==> config.mk <==
export PLATFORM = sky130hd
export DESIGN_NAME = booth_datapath
export DESIGN_NICKNAME = d
export VERILOG_FILES = /design/src/rtl/booth_datapath.sv
export SDC_FILE = /design/constraint.sdc
export NUM_CORES = 1
export LEC_CHECK = 0
export ABC_AREA = 1
export CORE_UTILIZATION = 50
export CTS_CLUSTER_SIZE = 20
export DETAILED_ROUTE_END_ITERATION = 8
export GPL_TIMING_DRIVEN = 0
export HOLD_SLACK_MARGIN = 0.08
export PLACE_DENSITY = 0.74
export SYNTH_ARGS = -nofsm -noshare
export SYNTH_HDL_FRONTEND = slang
export SYNTH_SLANG_ARGS = --single-unit
==> constraint.sdc <==
create_clock -name clk -period 6.1 [get_ports clk]
set_clock_uncertainty 0.05 [all_clocks]
set_input_delay 0.915 -clock clk [delete_from_list [all_inputs] [get_ports clk]]
set_output_delay 0.915 -clock clk [all_outputs]
set_load 0.01 [all_outputs]
==> src/rtl/booth_datapath.sv <==
// booth_datapath -- radix-4 Booth multiplier datapath, 8x8 signed -> 16-bit.
//
// This block only holds the datapath. An external controller sequences it
// with one strobe per cycle. The controller uses the Booth recode bits
// (q1, q0, q) and is_count_3 to choose the next strobe.
//
// Ports:
//   clk         rising-edge clock
//   rst         asynchronous active-high reset; clears every register
//   inbus[7:0]  signed operand bus (multiplicand on c0, multiplier on c1)
//   c0          M <= inbus, A <= 0
//   c1          Q <= inbus, Qm1 <= 0, cnt <= 0
//   c2          A <= A +/- op
//   c3          op = 2M instead of M (only with c2)
//   c4          subtract instead of add (only with c2)
//   c5          arithmetic shift right by 2 of {A,Q,Qm1}; cnt++
//   c6          prod <= {A[7:0], Q}
//   q1, q0, q   Q[1], Q[0], Qm1 (Booth recode bits)
//   is_count_3  cnt == 3
//   prod[15:0]  signed product register
//   err         (only with BOOTH_CTRL_CHECK_EN) sticky strobe-protocol error
//
// Optional feature macro: BOOTH_CTRL_CHECK_EN adds the err output and its
// protocol checker. The datapath behaviour is the same with or without it.
// Strobe priority when several are asserted: c0 > c1 > c2 > c5 > c6.

module booth_datapath (
    input  logic               clk,
    input  logic               rst,
    input  logic signed [7:0]  inbus,
    input  logic               c0,
    input  logic               c1,
    input  logic               c2,
    input  logic               c3,
    input  logic               c4,
    input  logic               c5,
    input  logic               c6,
    output logic               q1,
    output logic               q0,
    output logic               q,
    output logic               is_count_3,
    output logic signed [15:0] prod
`ifdef BOOTH_CTRL_CHECK_EN
    ,
    output logic               err
`endif
);

    localparam int DATA_W = 8;
    localparam int ACC_W  = DATA_W + 2;   // headroom for +/-2M without overflow
    localparam int PROD_W = 2 * DATA_W;

    logic signed [ACC_W-1:0]  a_q, a_d;
    logic        [DATA_W-1:0] q_q, q_d;
    logic                     qm1_q, qm1_d;
    logic signed [DATA_W-1:0] m_q, m_d;
    logic        [1:0]        cnt_q, cnt_d;
    logic signed [PROD_W-1:0] prod_q, prod_d;

    // Sign-extended multiplicand, optionally doubled.
    function automatic logic signed [ACC_W-1:0] booth_operand(
        input logic signed [DATA_W-1:0] m,
        input logic                     dbl
    );
        if (dbl) return {m[DATA_W-1], m, 1'b0};
        else     return {{2{m[DATA_W-1]}}, m};
    endfunction

    // Two's-complement add/subtract in ACC_W bits. Operands of at most 2*|M|
    // on an accumulator that has already been shifted cannot overflow.
    function automatic logic signed [ACC_W-1:0] acc_add_sub(
        input logic signed [ACC_W-1:0] acc,
        input logic signed [ACC_W-1:0] op,
        input logic                    sub
    );
        return sub ? (acc - op) : (acc + op);
    endfunction

    always_comb begin
        a_d    = a_q;
        q_d    = q_q;
        qm1_d  = qm1_q;
        m_d    = m_q;
        cnt_d  = cnt_q;
        prod_d = prod_q;
        if (c0) begin
            m_d = inbus;
            a_d = '0;
        end else if (c1) begin
            q_d   = inbus;
            qm1_d = 1'b0;
            cnt_d = 2'd0;
        end else if (c2) begin
            a_d = acc_add_sub(a_q, booth_operand(m_q, c3), c4);
        end else if (c5) begin
            // {A,Q,Qm1} shifts right by 2 arithmetically as one long register.
            qm1_d = q_q[1];
            q_d   = {a_q[1:0], q_q[DATA_W-1:2]};
            a_d   = {a_q[ACC_W-1], a_q[ACC_W-1], a_q[ACC_W-1:2]};
            cnt_d = cnt_q + 2'd1;
        end else if (c6) begin
            prod_d = {a_q[DATA_W-1:0], q_q};
        end
    end

    always_ff @(posedge clk or posedge rst) begin
        if (rst) begin
            a_q    <= '0;
            q_q    <= '0;
            qm1_q  <= 1'b0;
            m_q    <= '0;
            cnt_q  <= 2'd0;
            prod_q <= '0;
        end else begin
            a_q    <= a_d;
            q_q    <= q_d;
            qm1_q  <= qm1_d;
            m_q    <= m_d;
            cnt_q  <= cnt_d;
            prod_q <= prod_d;
        end
    end

    assign q1         = q_q[1];
    assign q0         = q_q[0];
    assign q          = qm1_q;
    assign is_count_3 = (cnt_q == 2'd3);
    assign prod       = prod_q;

`ifdef BOOTH_CTRL_CHECK_EN
    logic err_q, err_d;
    logic multi_strobe;
    logic orphan_mod;
    logic useless_dbl;

    always_comb begin
        multi_strobe = ($countones({c0, c1, c2, c5, c6}) > 1);
        orphan_mod   = (c3 | c4) & ~c2;
        // A 2M step is only meaningful for recodes 011/100; 000 and 111 mean
        // "no operation", so a 2M add there points to a controller bug.
        useless_dbl  = c2 & c3 & (({q_q[1], q_q[0], qm1_q} == 3'b000) ||
                                  ({q_q[1], q_q[0], qm1_q} == 3'b111));
        err_d        = err_q | multi_strobe | orphan_mod | useless_dbl;
    end

    always_ff @(posedge clk or posedge rst) begin
        if (rst) err_q <= 1'b0;
        else     err_q <= err_d;
    end

    assign err = err_q;
`endif

endmodule

==> impl_metrics.env <==
export IMPL_vdd_drop_max_mv=0.176
export IMPL_first_pass_iters=4
export IMPL_cp_top_family="simple AND/OR/NAND/NOR gates"
export IMPL_tns_ns=0
export IMPL_drt_total_wl_mm=5.93
export IMPL_placed_area_mm2=0.00310
export IMPL_worstPathMaxFanout=10
export IMPL_die_area_mm2=0.00561
export IMPL_relSlewSlack_pct=70.2
export IMPL_critical_path_class="primary input to flip-flop"
export IMPL_io_buffers=34
export IMPL_dp_final_hpwl_mm=4.64
export IMPL_final_setup_viol_count=0
export IMPL_startpoint_type="primary input"
export IMPL_cp_slowest_cell="ha_1"
export IMPL_num_vias=2319
export IMPL_pwr_share_seq_pct=41.8
export IMPL_gr_total_overflow=0
export IMPL_drc=0
export IMPL_grt_pass1_vias=2159
export IMPL_drv_cap=0
export IMPL_arrival_ns=3.27
export IMPL_worstMarginPinSlew_ns=0.446
export IMPL_synth_seq_cells=45
export IMPL_syn_nets=370
export IMPL_ys_seq_area_share_pct=42.4
export IMPL_ant_nets=0
export IMPL_p_sw_mw=0.328
export IMPL_rows=26
export IMPL_cts_hold_buf=0
export IMPL_cts_path_max_buffers=2
export IMPL_ys_types=35
export IMPL_cts_sinks=45
export IMPL_clkPwrFrac_pct=20.4
export IMPL_grt_use_total_pct=23.9
export IMPL_fin_util_pct=62.5
export IMPL_cts_made_buffers=5
export IMPL_h_tree_depth=2
export IMPL_nFillCells=472
export IMPL_p_int_mw=0.584
export IMPL_crit_top_cell="nand2_1"
export IMPL_syn_inst=341
export IMPL_core_mm2=0.00511
export IMPL_rsz0062_at_grt="false"
export IMPL_drt_first_iter_violations=91
export IMPL_r2r_start="m_q[0]"
export IMPL_postLayoutCellArea_mm2=0.00319
export IMPL_grt_max_degree=37
export IMPL_antenna_cells=0
export IMPL_combPwrFrac_pct=37.8
export IMPL_drive_gt1_share_pct=10.2
export IMPL_yosysWarnings=0
export IMPL_cp_cell_sequence="buf_6 -> o21ai_0 -> ha_1 -> inv_1 -> nor2_1 -> nand2_1 -> nor2_1 -> nand2_1 -> nand2_1 -> xnor2_1 -> ha_1 -> inv_1 -> o21ai_0 -> a21boi_0 -> nand3_1 -> inv_1 -> nand3_1 -> nand3_1 -> nand2_1"
export IMPL_critPathBufInv=4
export IMPL_crit_required_ns=6.25
export IMPL_area_growth_pct=20.2
export IMPL_antenna_found_initial=0
export IMPL_status="complete, no violations"
export IMPL_cp_slowest_stage_delay_ns=0.31
export IMPL_die_height_um=74.9
export IMPL_boundaryPins=37
export IMPL_hold_path_class="flip-flop to flip-flop"
export IMPL_cts_tree="built"
export IMPL_fin_crit_sh_pct=51.1
export IMPL_syn_area_mm2=0.00266
export IMPL_grt_pass1_wl_mm=9.89
export IMPL_hp_start="prod[2]"
export IMPL_final_nets=412
export IMPL_cp_startpoint="c3"
export IMPL_min_period_ns=3.12
export IMPL_clk_latency_ns=0.30
export IMPL_p_leak_nw=1.54
export IMPL_p_per_area_mw_per_mm2=286
export IMPL_cts_resized=0
export IMPL_sw_frac_of_total_pct=36.0
export IMPL_fmax_mhz=321
export IMPL_globalplace_congestion=0.838
export IMPL_crit_path_end_kind="flip-flop"
export IMPL_via_per_inst=5.11
export IMPL_cts_clk_slew_worst_paths_ns=0.09
export IMPL_initial_core_util_pct=52.0
export IMPL_die_width_um=74.9
export IMPL_wire_per_inst_um=13.1
export IMPL_finalMaxSlewViolations=0
export IMPL_cts_setup_buffers=0
export IMPL_hold_viol_final=0
export IMPL_clk_root_buffer_cell="clkbuf_8"
export IMPL_syn_area_per_cell_um2=7.79
==> layout by cell type, fill, tap and decap left out, types with 4 or more instances in the layout <==
cell / count
nand2_1: 83
clkbuf_8: 5
nand3_1: 13
buf_2: 4
nor2_2: 5
o211ai_1: 8
nand2_2: 11
nor2_1: 11
clkbuf_1: 4
ha_1: 11
dfrtp_1: 45
inv_1: 45
a21oi_1: 14
o21ai_0: 45
clkdlybuf4s50_1: 34
o21ai_1: 11
xor2_1: 8
==> worst paths after layout <==
path | depth (start not counted) | endpoint | slack, ns
hold reg to reg | 2 | prod[2] | 0.44
min in group asynchronous | 2 | prod[13] | 0.79
max in group asynchronous | 3 | cnt_q[1] | 4.75
hold / removal | 2 | prod[2] | 0.44
setup reg to reg | 20 | a_q[9] | 3.33
setup / recovery | 19 | a_q[9] | 2.98
==> synth_stat cells <==
cell | instances | area, um2
o21ai_0 | 45 | 225
nand2b_1 | 1 | 6.26
dfrtp_1 | 45 | 1130
o22ai_2 | 1 | 12.5
or2_2 | 1 | 6.26
buf_2 | 4 | 20.0
nor3_1 | 1 | 5.00
inv_8 | 1 | 11.3
clkinv_1 | 1 | 3.75
inv_2 | 1 | 3.75
nand2_4 | 1 | 11.3
nand2_1 | 83 | 312
nand3_2 | 1 | 10.0
a21oi_1 | 14 | 70.1
o22ai_1 | 2 | 12.5
ha_1 | 11 | 138
fa_1 | 1 | 20.0
buf_1 | 2 | 7.51
nor2_4 | 1 | 11.3
o21ai_2 | 1 | 8.76
o211ai_1 | 8 | 60.1
nor2_1 | 11 | 41.3
nand3_1 | 13 | 65.1
xnor2_1 | 2 | 17.5
buf_4 | 1 | 7.51
a21boi_0 | 1 | 7.51
buf_6 | 1 | 11.3
a31oi_1 | 1 | 6.26
o2111ai_1 | 1 | 8.76
nand2_2 | 11 | 68.8
nor2_2 | 5 | 31.3
xor2_1 | 8 | 70.1
inv_1 | 46 | 173
clkbuf_1 | 3 | 11.3
o21ai_1 | 11 | 55.1
==> through the flow <==
stage	cells	setup slack [ns]	hold slack [ns]	total power, mW
after floorplan	341	3.06	0.407	0.606
after global placement	445	2.78	0.416	0.721
final	454	2.98	0.439	0.913
after detailed placement	446	2.70	0.422	0.732
after global routing	454	2.74	0.464	0.982
after CTS	454	3.01	0.444	0.918
==> metal layers <==
metal	wire, um	up-vias	part of all wire, %	track usage (%)
li1	-	1181	-	-
met1	2770	1092	47	30.5
met2	2900	39	49	41.2
met3	204	7	3.4	5.76
met4	48	0	0.81	5.66
met5	0	-	0	0
==> state kept, by name, indices dropped and copies added, names as in the netlist <==
signal,count
a_q,10
cnt_q,2
m_q,8
q,1
q_q,8
prod,16
==> cell families after synthesis <==
| group | synth area share [%] |
|---|---|
| and+or+nand+nor | 21.4 |
| xor gates and xnor gates | 3.30 |
| adders and majority gates | 5.94 |
| AOI/OAI and AO/OA | 17.6 |
| buffers and inverters | 9.38 |
| DFF | 42.4 |
==> power groups by stage <==
stage	logic (mW)	registers [mW]	clock network [mW]
after global routing	0.393	0.388	0.200
after floorplan	0.210	0.396	0
after global placement	0.336	0.386	0
after CTS	0.347	0.382	0.190
final	0.345	0.381	0.186
after detailed placement	0.345	0.387	0
==> layout make-up <==
class	count	area (um2)	area share, %
buffer	11	57.6	1.80
clock buffer	6	72.6	2.27
clock inverter	2	15.0	0.471
inverter	49	191	6.00
multi-input combinational	236	1280	40.1
sequential	45	1130	35.3
tap	70	87.6	2.75
timing repair buffer	35	360	11.3
==> worst register-to-register path: stages (launching register included) <==
cell      delay (ns)
dfrtp_1         0.37
inv_1           0.11
nand2_1         0.06
o21ai_0         0.11
ha_1            0.19
inv_1           0.05
nor2_1          0.09
nand2_1         0.07
nor2_1          0.15
nand2_1         0.07
nand2_1         0.08
xnor2_1         0.14
ha_1            0.31
inv_1           0.11
o21ai_0         0.12
a21boi_0        0.20
nand3_1         0.13
inv_1           0.07
nand3_1         0.07
nand3_1         0.08
nand2_1         0.05
(Power assumes the default switching activity.)
